$ cat config.mk
export PLATFORM = sky130hd
export DESIGN_NAME = iter_shifter
export DESIGN_NICKNAME = d
export VERILOG_FILES = /design/src/rtl/iter_shifter_pkg.sv /design/src/rtl/iter_shifter_shift_step.sv /design/src/rtl/iter_shifter.sv
export SDC_FILE = /design/constraint.sdc
export NUM_CORES = 1
export LEC_CHECK = 0
export CELL_PAD_IN_SITES_DETAIL_PLACEMENT = 2
export CELL_PAD_IN_SITES_GLOBAL_PLACEMENT = 2
export CORE_UTILIZATION = 33
export DETAILED_ROUTE_END_ITERATION = 16
export GPL_ROUTABILITY_DRIVEN = 0
export GPL_TIMING_DRIVEN = 1
export PLACE_DENSITY = 0.82
export SYNTH_ARGS = -nofsm -noshare
export SYNTH_HDL_FRONTEND = slang
export SYNTH_SLANG_ARGS = --single-unit
export TNS_END_PERCENT = 20
$ cat constraint.sdc
create_clock -name clk -period 5 [get_ports clk]
set_input_delay 0.5 -clock clk [delete_from_list [all_inputs] [get_ports clk]]
set_output_delay 0.5 -clock clk [all_outputs]
set_load 0.01 [all_outputs]
$ cat src/rtl/iter_shifter_pkg.sv
// Shared types for the iterative x86 shift/rotate unit: operation codes,
// FLAGS bit positions and the controller state encoding.
package iter_shifter_pkg;

    localparam int ShiftOp_t_BITS = 3;

    typedef enum logic [ShiftOp_t_BITS-1:0] {
        SHL = 3'd0,
        SHR = 3'd1,
        SAR = 3'd2,
        ROL = 3'd3,
        ROR = 3'd4,
        RCL = 3'd5,
        RCR = 3'd6
    } ShiftOp_t;

    localparam int CF_IDX = 0;
    localparam int PF_IDX = 2;
    localparam int AF_IDX = 4;
    localparam int ZF_IDX = 6;
    localparam int SF_IDX = 7;
    localparam int OF_IDX = 11;

    typedef enum logic [1:0] {
        IDLE = 2'd0,
        RUN  = 2'd1,
        DONE = 2'd2
    } ShiftState_t;

endpackage

$ cat src/rtl/iter_shifter_shift_step.sv
// Combinational single-bit shift/rotate step; in byte mode only value[7:0]
// takes part and the upper bits of the result are forced to zero.
module shift_step
    import iter_shifter_pkg::*;
#(
    parameter int WIDTH = 16
) (
    input  ShiftOp_t         op_i,
    input  logic             is8_i,
    input  logic [WIDTH-1:0] value_i,
    input  logic             cf_i,
    output logic [WIDTH-1:0] value_o,
    output logic             cf_o
);

    logic             msb;
    logic             lsb;
    logic             fillBit;
    logic [WIDTH-1:0] shifted;

    // Right-moving ops leave a hole at the operand msb; fillBit plugs it.
    always_comb begin
        msb     = is8_i ? value_i[7] : value_i[WIDTH-1];
        lsb     = value_i[0];
        shifted = value_i;
        fillBit = 1'b0;
        cf_o    = cf_i;
        case (op_i)
            SHL: begin
                shifted = value_i << 1;
                cf_o    = msb;
            end
            ROL: begin
                shifted = (value_i << 1) | WIDTH'(msb);
                cf_o    = msb;
            end
            RCL: begin
                shifted = (value_i << 1) | WIDTH'(cf_i);
                cf_o    = msb;
            end
            SHR: begin
                shifted = value_i >> 1;
                cf_o    = lsb;
            end
            SAR: begin
                shifted = value_i >> 1;
                fillBit = msb;
                cf_o    = lsb;
            end
            ROR: begin
                shifted = value_i >> 1;
                fillBit = lsb;
                cf_o    = lsb;
            end
            RCR: begin
                shifted = value_i >> 1;
                fillBit = cf_i;
                cf_o    = lsb;
            end
            default: begin
                shifted = value_i;
                cf_o    = cf_i;
            end
        endcase

        value_o = shifted;
        if (is8_i) begin
            value_o[7]         = shifted[7] | fillBit;
            value_o[WIDTH-1:8] = '0;
        end else begin
            value_o[WIDTH-1]   = shifted[WIDTH-1] | fillBit;
        end
    end

endmodule

$ cat src/rtl/iter_shifter.sv
// Multi-cycle x86 shift/rotate unit, one bit position per clock.
// Define SHIFT_COUNT_MASK_EN to mask the count to 5 bits at acceptance (80186 style).
module iter_shifter
    import iter_shifter_pkg::*;
#(
    parameter int WIDTH       = 16,
    parameter int COUNT_WIDTH = 8
) (
    input  logic                   clk,
    input  logic                   reset_n,
    input  logic                   start,
    input  ShiftOp_t               op,
    input  logic                   is_8_bit,
    input  logic [WIDTH-1:0]       a,
    input  logic [COUNT_WIDTH-1:0] count,
    input  logic [15:0]            flags_in,
    output logic                   busy,
    output logic                   done,
    output logic [WIDTH-1:0]       out,
    output logic [15:0]            flags_out
);

    ShiftState_t            state_q,     state_d;
    logic [WIDTH-1:0]       value_q,     value_d;
    logic                   cf_q,        cf_d;
    logic [COUNT_WIDTH-1:0] remaining_q, remaining_d;
    ShiftOp_t               op_q,        op_d;
    logic                   is8_q,       is8_d;
    logic                   origMsb_q,   origMsb_d;
    logic [15:0]            flagsIn_q,   flagsIn_d;
    logic [WIDTH-1:0]       out_q,       out_d;
    logic [15:0]            flagsOut_q,  flagsOut_d;

    logic [COUNT_WIDTH-1:0] effCount;
    logic [WIDTH-1:0]       aMasked;
    logic [WIDTH-1:0]       stepValue;
    logic                   stepCf;
    logic [15:0]            finalFlags;
    logic                   resMsb;
    logic                   resMsb1;

    shift_step #(
        .WIDTH(WIDTH)
    ) u_step (
        .op_i   (op_q),
        .is8_i  (is8_q),
        .value_i(value_q),
        .cf_i   (cf_q),
        .value_o(stepValue),
        .cf_o   (stepCf)
    );

    always_comb begin
`ifdef SHIFT_COUNT_MASK_EN
        effCount = count & COUNT_WIDTH'(5'h1F);
`else
        effCount = count;
`endif
        aMasked = is_8_bit ? WIDTH'(a[7:0]) : a;
    end

    // Flags are formed from the value/CF the final step produces, so they
    // are ready to register on the same edge that enters DONE.
    always_comb begin
        resMsb     = is8_q ? stepValue[7] : stepValue[WIDTH-1];
        resMsb1    = is8_q ? stepValue[6] : stepValue[WIDTH-2];
        finalFlags = flagsIn_q;
        finalFlags[CF_IDX] = stepCf;
        case (op_q)
            SHL, ROL, RCL: finalFlags[OF_IDX] = resMsb ^ stepCf;
            SHR:           finalFlags[OF_IDX] = origMsb_q;
            SAR:           finalFlags[OF_IDX] = 1'b0;
            default:       finalFlags[OF_IDX] = resMsb ^ resMsb1;
        endcase
        if (op_q == SHL || op_q == SHR || op_q == SAR) begin
            finalFlags[PF_IDX] = ~^stepValue[7:0];
            finalFlags[SF_IDX] = resMsb;
            finalFlags[ZF_IDX] = (stepValue == '0);
        end
    end

    always_comb begin
        state_d     = state_q;
        value_d     = value_q;
        cf_d        = cf_q;
        remaining_d = remaining_q;
        op_d        = op_q;
        is8_d       = is8_q;
        origMsb_d   = origMsb_q;
        flagsIn_d   = flagsIn_q;
        out_d       = out_q;
        flagsOut_d  = flagsOut_q;
        case (state_q)
            IDLE: begin
                if (start) begin
                    op_d        = op;
                    is8_d       = is_8_bit;
                    value_d     = aMasked;
                    cf_d        = flags_in[CF_IDX];
                    flagsIn_d   = flags_in;
                    remaining_d = effCount;
                    origMsb_d   = is_8_bit ? a[7] : a[WIDTH-1];
                    if (effCount == '0) begin
                        out_d      = aMasked;
                        flagsOut_d = flags_in;
                        state_d    = DONE;
                    end else begin
                        state_d    = RUN;
                    end
                end
            end
            RUN: begin
                value_d     = stepValue;
                cf_d        = stepCf;
                remaining_d = remaining_q - 1'b1;
                if (remaining_q == COUNT_WIDTH'(1)) begin
                    out_d      = stepValue;
                    flagsOut_d = finalFlags;
                    state_d    = DONE;
                end
            end
            DONE: begin
                state_d = IDLE;
            end
            default: begin
                state_d = IDLE;
            end
        endcase
    end

    always_ff @(posedge clk) begin
        if (!reset_n) begin
            state_q     <= IDLE;
            value_q     <= '0;
            cf_q        <= 1'b0;
            remaining_q <= '0;
            op_q        <= SHL;
            is8_q       <= 1'b0;
            origMsb_q   <= 1'b0;
            flagsIn_q   <= '0;
            out_q       <= '0;
            flagsOut_q  <= '0;
        end else begin
            state_q     <= state_d;
            value_q     <= value_d;
            cf_q        <= cf_d;
            remaining_q <= remaining_d;
            op_q        <= op_d;
            is8_q       <= is8_d;
            origMsb_q   <= origMsb_d;
            flagsIn_q   <= flagsIn_d;
            out_q       <= out_d;
            flagsOut_q  <= flagsOut_d;
        end
    end

    assign busy      = (state_q == RUN);
    assign done      = (state_q == DONE);
    assign out       = out_q;
    assign flags_out = flagsOut_q;

endmodule

==> key figures <==
Layout
  – Area Overhead vs Synth: 26.97%
  – Diode count: 0
  – Fillers: 1,511
  – Layout Nets: 670
  – Core Util, Final: a little over two fifths
  – Seq. cell area: 0.001562 mm²
  – Area of the multi-input gates: 0.002681 mm²
  – Share of cells above drive strength 1: 8.842%
  – Most frequent cells in the layout: nand2_1, clkdlybuf4s50_1, dfxtp_1, nor2_1, a21oi_1
  – Commonest non-fill, non-tap cell in the layout: nand2_1

Logic synthesis
  – Syn nets: 616
  – Cell area after synthesis: 0.004468 mm²
  – Synth Warn #: 0
  – Netlist cell types: 69
  – Ys flop type: dfxtp_1
  – Ys async rst share: 0%
  – Number of flops mapped to enable cells by yosys: 0
  – Sequential fraction of the synthesis area: roughly a third
  – Mapped Cells: 563
  – Synth Area per Inst: between 7 and 8 µm²
  – #FFs+latches synth: 78

Floorplanning
  – Die Ht: approximately 120 µm
  – Row count: 42
  – I/O Pins: 81
  – Initial Util: around 34%
  – Core area: roughly 0.013 mm²
  – DIE WIDTH: 118.4 µm
  – DIE AREA: around 0.014 mm²

Critical path
  – Startpoint types: flip-flop
  – CP max-delay cell: dfxtp_1
  – Worst path cell trace: buf_4 > or2_2 > mux2_2 > a21oi_1 > ha_1 > xnor2_1 > xnor2_1 > mux2i_1 > o21ai_0 > mux2i_1 > nor2_1
  – WS Path Type: flip-flop to flip-flop
  – CP arrival: 3.79 ns
  – Reg-to-Reg Start: op_q[2]
  – CP Data Required Time: 5.22 ns
  – Crit path launch: op_q[2]
  – Crit-path max FO: 29
  – CP Capture Type: flip-flop
  – Largest stage delay on the critical path: 0.98 ns

Power and ir drop
  – Peak supply drop: 244.0 µV
  – Total power: 1.919 mW
  – Cell Pwr Density: 338.3 mW/mm²
  – Lkg Pwr: approximately 2 nW

Global route
  – Vias in the first global route: between 5,000 and 6,000
  – Largest net degree at the start of global routing: 51
  – Initial antenna violation count: 0
  – First-pass GRT wire length: between 20,000 and 30,000 µm
  – Total grt overflow: 0
  – Top Usage Layer GRT: met2
  – Met1 Use GR: 28.52%
  – GR Util All Layers: 24.36%
  – Grt met2 use: 43.64%
  – Global-route met3 utilization: 5.405%

Timing
  – Min Tclk post-route: 3.567 ns
  – Final Setup Violations: 0
  – Fmax: approximately 280 MHz
  – Final Hold Viols: 0
  – Worst slew margin: 23.62%
  – TNS Setup: 0 ns
  – Fin. max-slew vios: 0
  – RSZ-0062 raised after global routing: false
  – Slew at the pin closest to its max-slew limit: roughly 1.1 ns
  – Minimum hold slack: 0.4668 ns
  – Layout Skew: 0.009814 ns
  – Final Cycle Share: 71.35%

Clock tree
  – # hold bufs at CTS: 0
  – Setup Fix Bufs, Post-CTS: 0
  – CTS root buffer: clkbuf_16
  – Clock Sinks: ~80
  – CTS resizes: 0
  – Clk buf depth: 2
  – Worst skew pair latency: 0.35 ns
  – H-tree Lvls: 3
  – CTS buffer count: 9
  – CTS tree: built
  – Reg clk slew, reported paths: 0.06 ns

Min path
  – Min-Delay Startpoint: flagsIn_q[12]
  – Min-Delay Path Class: flip-flop to flip-flop

Placement
  – Final HPWL DP: 11,630 µm
  – # port buffers: 80

Status
  – Status: completed

Drt
  – Final WL: 16,410 µm
  – Routed via count: 4,591
  – Pre-Repair DR Iteration Count: 4
  – Number of routed nets with antenna violations: 0
  – Avg WL per Cell: 20.57 µm
  – Vias per inst: 5.753
  – Drc violations: 0
  – DR iter-0 viols: 143

Flow run
  – Max-cap viol count: 0
layout make-up:
class                           instances  area share, %
Multi-Input combinational cell        430          47.27
Sequential cell                        78          27.53
Timing Repair Buffer                   88          15.17
Clock buffer                           12          4.521
Tap cell                              176          3.882
Clock inverter                          4         0.9704
Inverter                               10         0.6617
through the flow:
step	area (µm²)	std cells	setup WS, ns
after floorplan	4468	563	2.584
after global placement	5361	782	1.668
after detailed placement	5361	782	1.502
after CTS	5673	798	1.482
after global routing	5673	798	1.211
final	5673	798	1.433
cell families after synthesis:
| kind of cell | Yosys count | synth area share [%] |
|---|---|---|
| simple gates | 210 | 22.07 |
| compound gates | 179 | 27.89 |
| fa+ha+maj | 7 | 1.904 |
| buf+inv | 55 | 5.405 |
| flops | 78 | 34.95 |
| mux | 30 | 7.001 |
| xor+xnor | 4 | 0.7842 |
cell usage after synthesis (3+ instances only):
cell / number / share of area [%]
o211ai_1: 5 / 0.84
inv_1: 7 / 0.59
nand2_1: 82 / 6.9
o22ai_1: 7 / 0.98
xnor2_1: 3 / 0.59
buf_1: 3 / 0.25
a311oi_1: 16 / 3.1
mux2_2: 10 / 2.5
a32oi_1: 3 / 0.59
dfxtp_1: 78 / 35
a31oi_1: 9 / 1.3
nand2b_1: 10 / 1.4
o21ai_0: 17 / 1.9
nor2_1: 63 / 5.3
o221ai_1: 3 / 0.59
mux2i_1: 20 / 4.5
nand3_1: 5 / 0.56
nor4_1: 4 / 0.56
ha_1: 6 / 1.7
and3_1: 6 / 0.84
buf_2: 13 / 1.5
a211oi_1: 38 / 6.4
nor3_1: 5 / 0.56
o211a_1: 7 / 1.6
or3_1: 3 / 0.42
nor2b_1: 5 / 0.70
o21a_1: 5 / 0.84
clkbuf_1: 26 / 2.2
a21oi_1: 45 / 5.0
o31ai_1: 3 / 0.50
or2_2: 8 / 1.1
layer usage:
layer	share of wire, %	wire [µm]
met4	2.2	364
met2	51	8388
met1	43	7013
met3	3.9	646
met5	0	0
power breakdown:
group	switching [mW]	internal, mW	total, mW
Combinational	0.284	0.214	0.498
Sequential	0.0599	0.666	0.726
Clock	0.280	0.416	0.696
Total	0.623	1.30	1.92
path summary, 6_finish.rpt:
| path | slack [ns] | endpoint | cells past startpoint |
|---|---|---|---|
| setup / recovery | 1.43 | flags_out[2] | 11 |
| hold reg to reg | 0.47 | flagsIn_q[12] | 2 |
| hold / removal | 0.47 | flagsIn_q[12] | 2 |
| setup reg to reg | 1.43 | flags_out[2] | 11 |
state kept, by name, summed over array words and instances (netlist names):
signal	cells
origMsb_q	1
is8_q	1
flags_out	16
value_q	16
out	16
cf_q	1
state_q	2
flagsIn_q	14
op_q	3
remaining_q	8
critical path: cells and delay by family (launching register included):
| family | cells | cell delay (ns) |
|---|---|---|
| AOI/OAI and AO/OA | 2 | 0.39 |
| adders and majority gates | 1 | 0.30 |
| and+or+nand+nor | 2 | 0.26 |
| buffers and inverters | 1 | 0.45 |
| xor gates and xnor gates | 2 | 0.34 |
| muxes | 3 | 0.71 |
| DFF | 1 | 0.98 |
Power figures use the tool's default switching activity.
